===== config.mk =====
export PLATFORM = sky130hd
export DESIGN_NAME = muldiv_unit
export DESIGN_NICKNAME = d
export VERILOG_FILES = /design/src/rtl/muldiv_unit.sv
export SDC_FILE = /design/constraint.sdc
export NUM_CORES = 1
export LEC_CHECK = 0
export CORE_MARGIN = 2
export CORE_UTILIZATION = 60
export CTS_CLUSTER_DIAMETER = 150
export DETAILED_ROUTE_END_ITERATION = 8
export GPL_TIMING_DRIVEN = 0
export HOLD_SLACK_MARGIN = 0.08
export PLACE_DENSITY = 0.79
export REMOVE_ABC_BUFFERS = 1
export SLEW_MARGIN = 10
export SYNTH_ARGS = -nofsm -noshare
export SYNTH_HDL_FRONTEND = slang
export SYNTH_SLANG_ARGS = --single-unit

===== constraint.sdc =====
create_clock -name clk -period 16.24 [get_ports clk]
set_input_delay 4.872 -clock clk [delete_from_list [all_inputs] [get_ports clk]]
set_output_delay 4.872 -clock clk [all_outputs]
set_load 0.02 [all_outputs]

===== src/rtl/muldiv_unit.sv =====
// muldiv_unit: iterative RV32M multiply/divide unit.
// Shift-add multiply and restoring divide on operand magnitudes, one bit per
// cycle over 32 cycles. Divide-by-zero and signed overflow resolve at once.
module muldiv_unit #(
  parameter int XLEN = 32
) (
  input  logic            clk,
  input  logic            rst_n,
  input  logic            start,
  input  logic [2:0]      funct3,
  input  logic [XLEN-1:0] op_a,
  input  logic [XLEN-1:0] op_b,
  input  logic [4:0]      rd_in,
  output logic            busy,
  output logic            done,
  output logic            wb_en,
  output logic [4:0]      rd_out,
  output logic [XLEN-1:0] result
);

  typedef enum logic [1:0] {IDLE, CALC, FIN} state_t;

  state_t state, next_state;

  logic [5:0]        cnt;
  logic [2:0]        func;
  logic              sign_a, sign_b;
  logic [XLEN-1:0]   a_mag, b_mag;
  logic [2*XLEN-1:0] acc;
  logic [XLEN:0]     rem;
  logic [XLEN-1:0]   quo;
  logic [4:0]        rd_q;

  logic              sa, sb, is_div, is_rem, div_by_zero, div_ovf, special;
  logic [XLEN-1:0]   special_res, a_mag_c, b_mag_c;
  logic [XLEN:0]     mul_sum;
  logic [2*XLEN-1:0] acc_nxt, prod;
  logic [XLEN+1:0]   div_shift, div_diff;
  logic [XLEN:0]     rem_nxt;
  logic [XLEN-1:0]   quo_nxt, final_res;
  logic              last_iter;

  // Decode operand signedness and the early-out cases from the live inputs.
  always_comb begin
    sa = (funct3 == 3'b001) || (funct3 == 3'b010) ||
         (funct3 == 3'b100) || (funct3 == 3'b110);
    sb = (funct3 == 3'b001) || (funct3 == 3'b100) || (funct3 == 3'b110);
    is_div = funct3[2];
    is_rem = funct3[1];
    a_mag_c = (sa && op_a[XLEN-1]) ? -op_a : op_a;
    b_mag_c = (sb && op_b[XLEN-1]) ? -op_b : op_b;
    div_by_zero = is_div && (op_b == '0);
    div_ovf = is_div && !funct3[0] && (op_a == {1'b1, {(XLEN-1){1'b0}}}) &&
              (op_b == '1);
    special = div_by_zero || div_ovf;
    if (div_by_zero)
      special_res = is_rem ? op_a : '1;
    else
      special_res = is_rem ? '0 : {1'b1, {(XLEN-1){1'b0}}};
  end

  // One multiply step and one restoring-divide step, plus the signed fix-up.
  always_comb begin
    mul_sum   = {1'b0, acc[2*XLEN-1:XLEN]} + (acc[0] ? {1'b0, a_mag} : '0);
    acc_nxt   = {mul_sum, acc[XLEN-1:1]};
    div_shift = {rem, quo[XLEN-1]};
    div_diff  = div_shift - {2'b00, b_mag};
    rem_nxt   = div_diff[XLEN+1] ? div_shift[XLEN:0] : div_diff[XLEN:0];
    quo_nxt   = {quo[XLEN-2:0], ~div_diff[XLEN+1]};
    prod      = (sign_a ^ sign_b) ? -acc_nxt : acc_nxt;
    if (!func[2])
      final_res = (func[1:0] == 2'b00) ? prod[XLEN-1:0] : prod[2*XLEN-1:XLEN];
    else if (!func[1])
      final_res = (sign_a ^ sign_b) ? -quo_nxt : quo_nxt;
    else
      final_res = sign_a ? -rem_nxt[XLEN-1:0] : rem_nxt[XLEN-1:0];
    last_iter = (cnt == 6'd31);
  end

  // State register.
  always_ff @(posedge clk or negedge rst_n) begin
    if (!rst_n) state <= IDLE;
    else        state <= next_state;
  end

  // Next-state logic: IDLE -> CALC (or FIN on an early-out) -> FIN -> IDLE.
  always_comb begin
    next_state = state;
    case (state)
      IDLE:    if (start) next_state = special ? FIN : CALC;
      CALC:    if (last_iter) next_state = FIN;
      FIN:     next_state = IDLE;
      default: next_state = IDLE;
    endcase
  end

  // Operand capture, iteration and result/write-back registers.
  always_ff @(posedge clk or negedge rst_n) begin
    if (!rst_n) begin
      cnt    <= '0;
      func   <= '0;
      sign_a <= 1'b0;
      sign_b <= 1'b0;
      a_mag  <= '0;
      b_mag  <= '0;
      acc    <= '0;
      rem    <= '0;
      quo    <= '0;
      rd_q   <= '0;
      rd_out <= '0;
      result <= '0;
      done   <= 1'b0;
    end else begin
      done <= (next_state == FIN);
      case (state)
        IDLE: begin
          if (start) begin
            func   <= funct3;
            sign_a <= sa && op_a[XLEN-1];
            sign_b <= sb && op_b[XLEN-1];
            a_mag  <= a_mag_c;
            b_mag  <= b_mag_c;
            cnt    <= '0;
            acc    <= {{XLEN{1'b0}}, b_mag_c};
            rem    <= '0;
            quo    <= a_mag_c;
            rd_q   <= rd_in;
            if (special) begin
              result <= special_res;
              rd_out <= rd_in;
            end
          end
        end
        CALC: begin
          cnt <= cnt + 6'd1;
          acc <= acc_nxt;
          rem <= rem_nxt;
          quo <= quo_nxt;
          if (last_iter) begin
            result <= final_res;
            rd_out <= rd_q;
          end
        end
        default: ;
      endcase
    end
  end

  assign busy  = (state != IDLE);
  assign wb_en = done;

endmodule


---- Word-level counts from Yosys, hierarchy flattened ----
Cells that the tools add are included.
operators by class
  $add $sub $neg .......................... 8
  equality and inequality tests ........... 12
  mux-type cells .......................... 33
  bitwise gates (word level) .............. 2
  reductions and logical operators ........ 21
operator list
  kind                                                                    count
  32-bit 2-to-1 mux                                                       15
  64-bit 2-to-1 mux                                                       2
  32-bit negation                                                         4
  32-bit case mux with 2 select lines                                     2
  64-bit case mux with 2 select lines                                     1
  33-bit 2-to-1 mux                                                       2
  33-bit case mux with 2 select lines                                     1
  32-bit equality test (second input constant)                            2
  64-bit negation                                                         1
  34-bit by 32-bit subtractor with 34-bit output                          1
  32-bit by 32-bit adder with 33-bit output                               1
  32-bit zero test                                                        1
  5-bit 2-to-1 mux                                                        3
  6-bit case mux with 2 select lines                                      1
  5-bit case mux with 2 select lines                                      1
  6-bit by 1-bit adder with 6-bit output (second input constant)          1
  3-bit equality test (second input constant)                             2
  6-bit by 5-bit equality test with 1-bit output (second input constant)  1
  1-bit logical AND                                                       6
  1-bit logical OR                                                        6
  2-bit 2-to-1 mux                                                        3
  6-bit 2-to-1 mux                                                        1
  2-bit inequality test (second input constant)                           3
  2-bit zero test                                                         2
  11 further kinds                                                        13
storage, ports and cells
  register bits ........................... 249
  input bits .............................. 75
  output and inout port bits .............. 40
  word-level logic and storage cells ...... 90

---- Logic depth before layout (Yosys ltp) ----
Gate-level depths: netlist of run 1.
  depth in word-level cells ............... 9
  depth in mapped cells ................... 27
  gate-level depth less buffers ........... 22

---- Least setup slack after synthesis of run 1 ----
OpenSTA, ideal clock, no wires.
  path type ............................... in2reg
  from .................................... input port op_a[0]
  to ...................................... register result[31]
  library setup time ...................... 133 ps
  data arrival time ....................... 7,871 ps
  required time ........................... 16,107 ps
  path slack .............................. 8,235 ps
  stages .................................. 13
  buffers on the path ..................... 1
  cell sequence ........................... inv_1 > ha_1 > nand2_1 > or3_1 > or4_1 > or4_1 > o31a_1 > o21a_1 > buf_2 > clkinv_2 > mux2_2 > a311oi_1 > o31ai_1
between the ends
  longest elaborated chain between the ends .. 6
ends and longest elaborated chain
  what                             line  text
  start: declaration               11    input logic [XLEN-1:0] op_a,
  32-bit equality test             53    div_ovf = is_div && !funct3[0] && (op_a == {1'b1, {(XLEN-1){1'b0}}}) &&
  1-bit logical AND (2 in a row)   53
  1-bit logical OR                 55    special = div_by_zero || div_ovf;
  2-bit inequality test (no line)  n/a
  4-bit AND reduction (no line)    n/a
  end signal: assignment           129   result <= special_res;
  end signal: assignment           140   result <= final_res;
  end: declaration                 18    output logic [XLEN-1:0] result
Every way passes these cells.
A chain may end at the register's enable or synchronous reset.

---- Worst setup path in the final report of run 1 ----
  from .................................... input port op_b[0]
  to ...................................... register result[31]
between the ends
  longest elaborated chain between the ends .. 6
  elaborated cells between the ends (all ways) .. 11
  classes of those cells .................. 2 x eq/ne; 4 x mux; 5 x reduce/logical
ends and longest elaborated chain
  what                                 line  text
  start: declaration                   12    input logic [XLEN-1:0] op_b,
  32-bit zero test                     52    div_by_zero = is_div && (op_b == '0);
  1-bit logical AND                    52
  32-bit 2-to-1 mux                    56    if (div_by_zero)
  32-bit 2-to-1 mux                    128   if (special) begin
  32-bit 2-to-1 mux                    117   if (start) begin
  32-bit case mux with 2 select lines  115   case (state)
Parallel ways exist; a longest one is shown, timed or not. The select of a mux whose other input is x is not followed.

==> results of run 1 <==
final cells by class:
| type | instances | area [um^2] |
|---|---|---|
| fill | 2735 | 10600 |
| inverter | 78 | 294 |
| clock inverter | 12 | 140 |
| clock buffer | 41 | 851 |
| multi-input combinational | 2020 | 13300 |
| sequential | 249 | 6230 |
| antenna | 1 | 2.50 |
| timing repair buffer | 131 | 1480 |
| tap | 448 | 561 |
cells in the final DEF, fill, tap and decap left out, drive strengths merged, types with 14 or more instances in the layout:
| master | Yosys | final |
|---|---|---|
| or2 | 14 | 14 |
| xnor2 | 107 | 107 |
| nor2 | 212 | 212 |
| o211ai | 33 | 33 |
| ha | 71 | 71 |
| dfrtp | 249 | 249 |
| mux2i | 39 | 39 |
| o21a | 15 | 15 |
| inv | 74 | 74 |
| nand2 | 221 | 221 |
| clkdlybuf4s50 | 0 | 113 |
| o31ai | 28 | 28 |
| buf | 41 | 18 |
| nor3 | 40 | 40 |
| a21oi | 169 | 169 |
| a31oi | 49 | 49 |
| nand3 | 104 | 104 |
| a41oi | 15 | 15 |
| a21o | 74 | 74 |
| nand4 | 29 | 29 |
| a2111oi | 15 | 15 |
| a211oi | 29 | 29 |
| a221o | 56 | 56 |
| clkbuf | 114 | 41 |
| nor4 | 29 | 29 |
| or3 | 52 | 52 |
| o21ai | 250 | 250 |
| and2 | 58 | 58 |
| or4 | 15 | 15 |
| xor2 | 93 | 93 |
| nor2b | 16 | 16 |
cell usage after synthesis, drive strengths merged, types with 29 or more instances:
| cell type | instances | area, um^2 |
|---|---|---|
| o21ai | 250 | 1260 |
| dfrtp | 249 | 6230 |
| nand2 | 221 | 835 |
| nor2 | 212 | 796 |
| a21oi | 169 | 872 |
| clkbuf | 114 | 429 |
| xnor2 | 107 | 937 |
| nand3 | 104 | 521 |
| xor2 | 93 | 815 |
| a21o | 74 | 556 |
| inv | 74 | 278 |
| ha | 71 | 888 |
| and2 | 58 | 363 |
| a221o | 56 | 561 |
| or3 | 52 | 330 |
| a31oi | 49 | 307 |
| buf | 41 | 220 |
| nor3 | 40 | 210 |
| mux2i | 39 | 390 |
| o211ai | 33 | 262 |
| a211oi | 29 | 258 |
| nand4 | 29 | 196 |
| nor4 | 29 | 215 |
flip-flops by register name (all words and copies together), names as in the netlist, 2 cells and up:
register and flops:
acc 64, rem 33, a_mag 32, b_mag 32
quo 32, result 32, cnt 6, rd_out 5
rd_q 5, func 3, state 2
logic make-up (layout without fill, tap and decap cells):
group | count (synthesis) | after routing | share of synthesized area
and+or+nand+nor | 853 | 853 | 0.211
AOI/OAI and AO/OA | 844 | 844 | 0.278
DFF | 249 | 249 | 0.306
buffers and inverters | 233 | 262 | 0.0463
xor gates and xnor gates | 200 | 200 | 0.0860
adders and majority gates | 73 | 73 | 0.0456
muxes | 50 | 50 | 0.0269
other | 0 | 1 | 0
path summary, 6_finish.rpt:
check	start	depth (start not counted)	slack (ns)	to
max reg2reg	b_mag[26]	23	7.67	result[30]
min in group asynchronous	rst_n	1	4.20	b_mag[30]
min	a_mag[1]	1	0.47	a_mag[1]
max	op_b[0]	15	6.72	result[31]
min reg2reg	a_mag[1]	1	0.47	a_mag[1]
max in group asynchronous	rst_n	2	11.12	cnt[3]
per-layer routing:
layer / up-vias / global-route usage / share of wire / wire length (um)
met2: 1216 / 0.605 / 0.44 / 30900
met5: - / 0 / 0.00026 / 18
li1: 9298 / - / - / -
met3: 216 / 0.0797 / 0.11 / 7470
met1: 9879 / 0.537 / 0.41 / 28800
met4: 4 / 0.160 / 0.046 / 3220
metrics by stage:
stage / util / worst slack, ns / hold slack (ns)
6_report: 0.683 / 6.72 / 0.471
5_1_grt: 0.683 / 6.47 / 0.483
4_1_cts: 0.683 / 6.52 / 0.470
3_5_place_dp: 0.653 / 5.96 / 0.458
3_3_place_gp: 0.640 / -0.531 / 0.453
2_1_floorplan: - / 6.09 / 0.438
==> impl_results.md, run 1 <==
* Run status: finished clean
* Area after DPL at 21800 um^2
* Register area share after synthesis at 0.306
* Final Skew at 0.0128 ns
* Peak Freq at 0.105 GHz
* Cells after Synth at 2502
* Max Root-Sink Buffers at 3
* CP Cell Sequence: clkdlybuf4s50_1 > inv_1 > ha_1 > or3b_1 > or4_1 > nor4_2 > nand3b_1 > nor2_1 > nand2_1 > o31a_1 > o21a_2 > clkinv_2 > mux2_2 > a311oi_1 > o31ai_1
* Worst-Margin Slew at 1.36 ns
* Total GRT Usage at 0.391
* Hold Buf Count CTS at 0
* Critical path class: in2reg
* Area growth, synth to finish at 12.2%
* Largest net degree at the start of global routing at 103
* Grt ovf at 0
* DR WL/cell at 23.7 um
* Top Family by Delay on Critical Path: simple AND/OR/NAND/NOR gates
* CTS tree: built
* Layout Cells excl Fill at 2980
* Layout Nets at 2657
* Worst-path maximum fanout at 43
* # resized after CTS at 0
* Initial antenna violation count at 3
* Antenna viol nets, final at 0
* Detailed-route via count at 20600
* Slew margin rel. at 0.0663
* CTS H-tree lvls at 1
* Port Buffers at 114
* Crit end category: flip-flop
* # IOs at 115
* Period minus WS final at 9.52 ns
* Startpoint types: input port
* Yosys reg bits at 249
* Main flop type after synthesis: dfrtp_1
* Die span in y at 188 um
* Layout cells sized above 1 at 0.0597
* CTS root buf: clkbuf_16
* Final Instance Area at 22800 um^2
* Worst path slowest cell: nor4_2
* Clock Sinks at 249
* Post-synth EDFFs at 0
* Number of CTS-inserted buffers at 29
* Post-DP HPWL at 52500 um
* Max Cap Violations at 0
* Buf/Inv on CP at 3
* Via density at 6.92
* Mean Syn Cell Area at 8.14 um^2
* Ys async rst share at 1.00
* Final setup fails at 0
* Synth warn at 0
* Final WL at 70500 um
* Worst path max stage delay at 0.59 ns
* Part of the cycle the worst path needs at 0.586
* Die area at 35400 um^2
* Worst hold path type: reg2reg
* Core area at 33400 um^2
* Synthesized area at 20400 um^2
* Row cnt at 67
* Placed Cells at 2926
* Die width at 188 um
* Post-CTS Setup Bufs at 0
* Final Hold Viols at 0
* Fin. max-slew vios at 0
* Post-route setup TNS at 0 ns
* Final GP Congestion at 0.959
* Critical Path RT at 16.68 ns
* Clk_lat worst skew at 0.57 ns
* Data arrival, critical path at 9.95 ns
* Number of detailed-route iterations in the first pass at 8
* Worst-path clk slew at 0.06 ns
* Vias in the first global route at 19400
* Initial Util at 0.609
* RSZ-0062 raised after global routing: false
* Synth cell types at 101
* Drt drc at 0
* First-pass GRT wire length at 109000 um
* Initial detailed-routing violation count at 2372
Power of run 1 is left out: the tool's default activity adds up to more than one toggle a clock period on the data nets, which glitch-free logic cannot reach.
==> inputs of run 2 (changes only) <==
Settings changed: CORE_UTILIZATION 60 to 56, PLACE_DENSITY 0.79 to 0.77.
Clock period 16.24 ns to 8.2 ns, I/O delays scaled along.
==> impl_results.md, run 2 (synthesis gave the netlist of run 1 again) <==
* Final setup fails at 0 (unchanged)
* Total GRT Usage at 0.356 (-0.0347)
* Reg area at 6230 um^2 (about the same)
* Die width at 195 um (+3.4%)
* Final Hold Viols at 0 (unchanged)
* Area growth, synth to finish at 12.1% (about the same)
* Most flops, register: acc
* Part of the cycle the worst path needs at 0.968
* Critical path class: reg2reg
* Worst hold path type: reg2reg
* Most frequent cells in the layout: dfrtp_1 (249), o21ai_0 (240), nand2_1 (218), nor2_1 (210), a21oi_1 (162)
* Commonest non-fill, non-tap cell in the layout: dfrtp_1
* Worst-path clk slew at 0.06 ns (about the same)
* Worst-path maximum fanout at 61 (+42%)
* Post-DP HPWL at 50900 um (-3.1%)
* Layout cells sized above 1 at 0.0581 (-0.00151)
* Max Cap Violations at 0 (unchanged)
* Top flop regs: acc x64, rem x33
* Max reg flops at 64 (unchanged)
* Initial detailed-routing violation count at 2506 (+5.6%)
* DR WL/cell at 23.0 um (-2.7%)
* RSZ-0062 raised after global routing: false
* Post-route setup TNS at 0 ns (unchanged)
* Period minus WS final at 7.94 ns
* Flop-to-flop setup slack at 0.26 ns (-7.41 ns)
* Max Root-Sink Buffers at 3 (unchanged)
* Crit end category: flip-flop
* CTS root buf: clkbuf_16
* Largest net degree at the start of global routing at 109 (+5.8%)
* Post-CTS Setup Bufs at 0 (unchanged)
* Vias in the first global route at 19200 (-1.1%)
* Core area at 35700 um^2 (+6.6%)
* Initial Util at 0.571 (-0.0377)
* Die span in y at 195 um (+3.4%)
* Placed Cells at 2938 (+0.41%)
* Slew margin rel. at 0.114 (+0.0478)
* Run status: finished clean
* CTS tree: built
* First-pass GRT wire length at 107000 um (-1.9%)
* # resized after CTS at 0 (unchanged)
* Final Skew at 0.0131 ns (+0.000282 ns)
* Port Buffers at 114 (unchanged)
* Area of the multi-input gates at 13300 um^2 (about the same)
* Number of CTS-inserted buffers at 30 (+3.4%)
* Clk_lat worst skew at 0.59 ns (+0.02 ns)
* Worst-Margin Slew at 1.33 ns (-0.0328 ns)
* Final GP Congestion at 0.997 (+3.9%)
* Die area at 37900 um^2 (+7.0%)
* Clock Sinks at 249 (unchanged)
* Detailed-route via count at 20500 (-0.49%)
* Antenna viol nets, final at 0 (unchanged)
* Data arrival, critical path at 8.42 ns (-1.53 ns)
* # IOs at 115 (unchanged)
* FILL cells at 3100 (+13%)
* Critical Path RT at 8.68 ns (-8.00 ns)
* Final WL at 68800 um (-2.4%)
* Hold Buf Count CTS at 0 (unchanged)
* Drt drc at 0 (unchanged)
* Antenna diode count at 0 (-1)
* Startpoint types: flip-flop
* Fin. max-slew vios at 0 (unchanged)
* Layout Nets at 2657 (unchanged)
* Initial antenna violation count at 0 (-3)
* Row cnt at 69 (+3.0%)
* Peak Freq at 0.126 GHz
* Layout Cells excl Fill at 2989 (+0.30%)
* Number of detailed-route iterations in the first pass at 6 (-2)
* CTS H-tree lvls at 1 (unchanged)
* Grt ovf at 0 (unchanged)
* Via density at 6.86 (-0.78%)
run 2: changes by cell type in the layout (fill, tap and decap cells not counted), sizes merged:
cell / before / now
bufinv: 3 / 1
buf: 18 / 17
clkbuf: 41 / 42
clkinvlp: 2 / 1
diode: 1 / 0
run 2: path summary, 6_finish.rpt:
check                                   to  depth (start not counted)      from
worst max-delay path            result[30]                         21   rem[17]
worst min-delay path              a_mag[1]                          1  a_mag[1]
worst max register to register  result[30]                         21   rem[17]
worst min register to register    a_mag[1]                          1  a_mag[1]
max in group asynchronous          acc[37]                          3     rst_n
min in group asynchronous          rem[32]                          1     rst_n
run 2: metal layers:
metal  share of wire  wire length, um  global-route usage
met1            0.41            28400               0.485
met2            0.44            30100               0.554
met3           0.097             6690              0.0654
met4           0.053             3640               0.161
met5               0                0                   0
run 2: worst max-delay path, cell delays in order (launching register included):
cell and delay, ns:
dfrtp_1 0.43, ha_1 0.44, a21oi_1 0.50, nor3_1 0.10, a311o_1 0.37, nor3_2 0.79, a211o_4 0.32, buf_16 0.28
clkinvlp_4 0.73, mux2i_1 0.48, ha_1 0.26, inv_1 0.08, nor4_1 0.25, nand2_1 0.12, or3_1 0.39, or3_1 0.34
a2111oi_2 0.32, a41oi_4 0.13, or3_1 0.45, or4b_1 0.53, nor3b_1 0.18, o31ai_1 0.26
run 2: area by class of cell:
cell class                 instances  area share
timing repair buffer             130      0.0650
clock inverter                     9     0.00324
inverter                          78      0.0130
sequential                       249       0.273
multi-input combinational       2020       0.582
tap                              461      0.0253
clock buffer                      42      0.0384
run 2: metrics by stage:
stage | cell area, um^2 | hold WS [ns] | setup WS [ns] | util
after floorplan | 19700 | 0.438 | -0.0214 | -
after global placement | 21400 | 0.455 | -6.24 | 0.601
after detailed placement | 21900 | 0.458 | 0.196 | 0.613
after CTS | 22800 | 0.471 | 0.163 | 0.640
after global routing | 22800 | 0.495 | 0.0273 | 0.640
final | 22800 | 0.469 | 0.263 | 0.640
Power of run 2 is left out for the same reason.
